File: src/rtl/full_adder_pkg.sv
`default_nettype none
// ============================================================================
//  Module   : full_adder_pkg
//  Purpose  : Shared constants and helpers for the registered ripple adder.
//             FA_MAX_WIDTH bounds the legal operand width; fa_ovf derives
//             two's-complement overflow from the carries around the MSB cell.
//  Revision : 1.0  initial release
// ============================================================================
package full_adder_pkg;

  localparam int FA_MAX_WIDTH = 64;

  // Signed overflow occurs exactly when the carry into the MSB cell differs
  // from the carry out of it.
  function automatic logic fa_ovf(input logic msb_cin, input logic msb_cout);
    return msb_cin ^ msb_cout;
  endfunction

endpackage : full_adder_pkg
`default_nettype wire

File: src/rtl/full_adder_bit.sv
`default_nettype none
// ============================================================================
//  Module   : full_adder_bit
//  Purpose  : Single-bit combinational full-adder cell, one link of the
//             ripple chain.
//  Ports    : a, b  - operand bits
//             ci    - carry in from the next-lower cell
//             s     - sum bit
//             co    - carry out to the next-higher cell
//  Revision : 1.0  initial release
// ============================================================================
module full_adder_bit (
  input  logic a,
  input  logic b,
  input  logic ci,
  output logic s,
  output logic co
);

  logic w_prop;

  // Propagate term is shared between the sum and the carry expression.
  assign w_prop = a ^ b;
  assign s      = w_prop ^ ci;
  assign co     = (a & b) | (ci & w_prop);

endmodule : full_adder_bit
`default_nettype wire

File: src/rtl/full_adder.sv
`default_nettype none
// ============================================================================
//  Module   : full_adder
//  Purpose  : Registered WIDTH-bit ripple-carry adder. Computes
//             {cout, s} = a + b + cin through a chain of full_adder_bit cells
//             and captures the result, plus signed overflow, one cycle after
//             each cycle with in_valid high.
//  Ports    : clk       - rising-edge clock
//             rst_n     - asynchronous active-low reset
//             in_valid  - qualifies a, b, cin this cycle
//             a, b      - unsigned operands, WIDTH bits
//             cin       - carry in
//             out_valid - s/cout/ovf hold a fresh result
//             s         - sum, (a + b + cin) mod 2^WIDTH
//             cout      - carry out of the MSB cell
//             ovf       - two's-complement overflow
//  Revision : 1.0  initial release
// ============================================================================
module full_adder
  import full_adder_pkg::*;
#(
  parameter int WIDTH = 1
) (
  input  logic             clk,
  input  logic             rst_n,
  input  logic             in_valid,
  input  logic [WIDTH-1:0] a,
  input  logic [WIDTH-1:0] b,
  input  logic             cin,
  output logic             out_valid,
  output logic [WIDTH-1:0] s,
  output logic             cout,
  output logic             ovf
);

  // Reject illegal widths while elaborating rather than building a broken chain.
  if (WIDTH < 1 || WIDTH > FA_MAX_WIDTH) begin : g_width_check
    $error("full_adder: WIDTH must be in 1..%0d", FA_MAX_WIDTH);
  end

  // w_carry[i] is the carry into cell i; w_carry[WIDTH] is the final carry out.
  logic [WIDTH:0]   w_carry;
  logic [WIDTH-1:0] w_sum;
  logic             w_ovf;

  assign w_carry[0] = cin;

  for (genvar i = 0; i < WIDTH; i++) begin : g_bit
    full_adder_bit u_bit (
      .a  (a[i]),
      .b  (b[i]),
      .ci (w_carry[i]),
      .s  (w_sum[i]),
      .co (w_carry[i+1])
    );
  end

  assign w_ovf = fa_ovf(w_carry[WIDTH-1], w_carry[WIDTH]);

  logic             out_valid_d, out_valid_q;
  logic [WIDTH-1:0] s_d,         s_q;
  logic             cout_d,      cout_q;
  logic             ovf_d,       ovf_q;

  // Data registers only load on a valid cycle, so unqualified (possibly X)
  // operands never reach the outputs.
  always_comb begin
    out_valid_d = in_valid;
    s_d         = s_q;
    cout_d      = cout_q;
    ovf_d       = ovf_q;
    if (in_valid) begin
      s_d    = w_sum;
      cout_d = w_carry[WIDTH];
      ovf_d  = w_ovf;
    end
  end

  always_ff @(posedge clk or negedge rst_n) begin
    if (!rst_n) begin
      out_valid_q <= 1'b0;
      s_q         <= '0;
      cout_q      <= 1'b0;
      ovf_q       <= 1'b0;
    end else begin
      out_valid_q <= out_valid_d;
      s_q         <= s_d;
      cout_q      <= cout_d;
      ovf_q       <= ovf_d;
    end
  end

  assign out_valid = out_valid_q;
  assign s         = s_q;
  assign cout      = cout_q;
  assign ovf       = ovf_q;

endmodule : full_adder
`default_nettype wire

File: config.mk
export PLATFORM = sky130hd
export DESIGN_NAME = full_adder
export DESIGN_NICKNAME = d
export VERILOG_FILES = /design/src/rtl/full_adder_pkg.sv /design/src/rtl/full_adder_bit.sv /design/src/rtl/full_adder.sv
export SDC_FILE = /design/constraint.sdc
export NUM_CORES = 1
export LEC_CHECK = 0
export CORE_AREA = 4 4 41 43
export DETAILED_ROUTE_END_ITERATION = 10
export DIE_AREA = 0 0 45 47
export PLACE_DENSITY = 0.41
export SLEW_MARGIN = 40
export SYNTH_ARGS = -nofsm -noshare
export SYNTH_HDL_FRONTEND = slang
export SYNTH_SLANG_ARGS = --single-unit
File: constraint.sdc
create_clock -name clk -period 1.4 [get_ports clk]
set_input_delay 0.14 -clock clk [delete_from_list [all_inputs] [get_ports clk]]
set_output_delay 0.14 -clock clk [all_outputs]
set_load 0.02 [all_outputs]
==> impl_metrics.toml <==
[run_status]
status = "completed"

[grt]
grt_pass1_wl_um = 524
track_usage_pct = 4.29
grt_pass1_vias = 138
antenna_found_initial = 0
grt_overflow = 0
grt_max_degree = 6

[power]
pwr_density_cell_nw_per_um2 = 1220
ir_worst_vdd_v = 0.000609
p_total_mw = 0.366
leakagePower_nw = 0.121

[yosys]
synth_area_um2 = 160
ys_types = 6
ys_ff_latch = 4
synth_nets = 17
yosysWarnings = 0
synth_cells = 10
synth_seq_area_share_pct = 62.5
synth_area_per_cell_um2 = 16.0

[placed_design]
gp_congestion = 0.669
dpl.cell_count = 35
place_area_um2 = 277
io_buffers = 9
dpl.hpwl_um = 271

[finish]
fin_area_um2 = 299
drive_gt1_share_pct = 26.1
nets = 32
fillers = 146
multiInputGateArea_um2 = 60.1
register_area_um2 = 100
diodes = 0
area_growth_pct = 86.7
fin_util_pct = 23.0
final_cell_count_no_fill = 38

[drt]
post_drt_wl_per_cell_um = 8.42
routed-via-count = 129
drt_iter0_drc = 1
vias_per_cell = 3.39
detail_route.first_pass.iterations = 2
ant_nets = 0
drt-total-wl_um = 320
drc = 0

[clocking]
clk_pin_slew_worst_paths_ps = 40
insertion_delay_ps = 230
htree_levels = 1
cts_resized = 0
post_cts_buffers = 0
cts_tree = "done"
cts.sinks = 4
cts_buffers = 3
clockBufferDepth = 2
postCtsHoldBufs = 0
cts-root-buf = "clkbuf_4"

[sta]
clock_skew_ps = 0
slew_headroom_pct = 84.9
fin_crit_ps = 1320
fmax_mhz = 757
tightest_slew_ps = 226
hold_violations = 0
rsz0062_at_grt = "false"
min_period_over_period_pct = 94.4
slew_violations = 0
finalSetupViolCount = 0

[die]
placementRows = 13
die_area_um2 = 2120
die-height_um = 47
start_util_pct = 12.3
io_pins = 10
fp.dieW_um = 45
core_area_um2 = 1300

[worst_setup_path]
cpPeakStageDelay_ps = 610
path_delay_family = "buffers and inverters"
reg2reg_to = "cout$_DFFE_PN0P_"
endpoint_kind = "output pin"
reg2reg_depth = 1
crit_buf_inv = 1
crit_arrival_ps = 1180
r2r-start = "cout$_DFFE_PN0P_"
critPathKind = "register to output pin"
required_ps = 1260
critPathMaxFanout = 2
reg2reg_slack_ps = 670
crit_path_top_delay_cell = "clkdlybuf4s50_1"
cp-start-kind = "register"
crit_chain = "clkdlybuf4s50_1"

[min_path]
min_path_type = "primary input to asynchronous set/reset pin"

[flow_run]
cap_violations = 0
## layer usage
layer	vias up	track usage, %	share of wire, %
li1	61	-	-
met1	59	3.70	42
met2	9	4.80	40
met3	0	5.75	18
met4	0	3.51	0
met5	-	0	0
## logic make-up (layout without fill, tap and decap cells)
group	count (synthesis)	after routing	synth area share (%)
DFF	4	4	62.5
AOI/OAI and AO/OA	1	1	3.12
and+or+nand+nor	1	1	2.34
buffers and inverters	0	13	0
xor gates and xnor gates	1	1	5.47
adders and majority gates	1	1	12.5
muxes	2	2	14.1
## where the power goes
group          internal, mW  switching (mW)  total, mW
Clock                0.0955          0.0411      0.137
Combinational        0.0525          0.0391     0.0917
Sequential            0.131         0.00682      0.138
Total                 0.279          0.0871      0.366
## cell type report
| class | instances | share of cell area [%] |
|---|---|---|
| Sequential cell | 4 | 33.5 |
| Tap cell | 15 | 6.28 |
| Multi-Input combinational cell | 6 | 20.1 |
| Clock buffer | 3 | 7.53 |
| Timing Repair Buffer | 10 | 32.6 |
## cells in the final DEF (no fill, tap or decap)
master and n:
dfrtp_1 4, clkbuf_4 3, clkdlybuf4s50_1 9, nor2_1 1, fa_1 1, xnor2_1 1, mux2_2 2, buf_4 1
a21oi_1 1
## cells in the mapped netlist, drive strengths merged
cell type  instances  area share, %
a21oi              1            3.1
dfrtp              4             63
fa                 1             13
mux2               2             14
nor2               1            2.3
xnor2              1            5.5
## sequential cells by signal (all words and copies together) (netlist names)
register   flops
cout           1
out_valid      1
ovf            1
s              1
## per-stage QoR
step	setup WS, ps	setup TNS (ps)	hold WS (ps)
floorplan	434	0	-156
global placement	-39.8	-87.9	356
detailed placement	-43.2	-100	360
CTS	60.4	0	109
global route	23.7	0	116
finish	79.0	0	114
## worst max-delay path by stage
stage	from	cells past startpoint	slack, ps	endpoint
3_3_place_gp	cin	3	-40	s$_DFFE_PN0P_
3_5_place_dp	cin	3	-40	s$_DFFE_PN0P_
2_1_floorplan	a	2	430	s$_DFFE_PN0P_
4_1_cts	ovf$_DFFE_PN0P_	1	60	ovf
6_report	ovf$_DFFE_PN0P_	1	80	ovf
5_1_grt	ovf$_DFFE_PN0P_	1	20	ovf
Note: power is estimated with default switching activity, not from simulation.
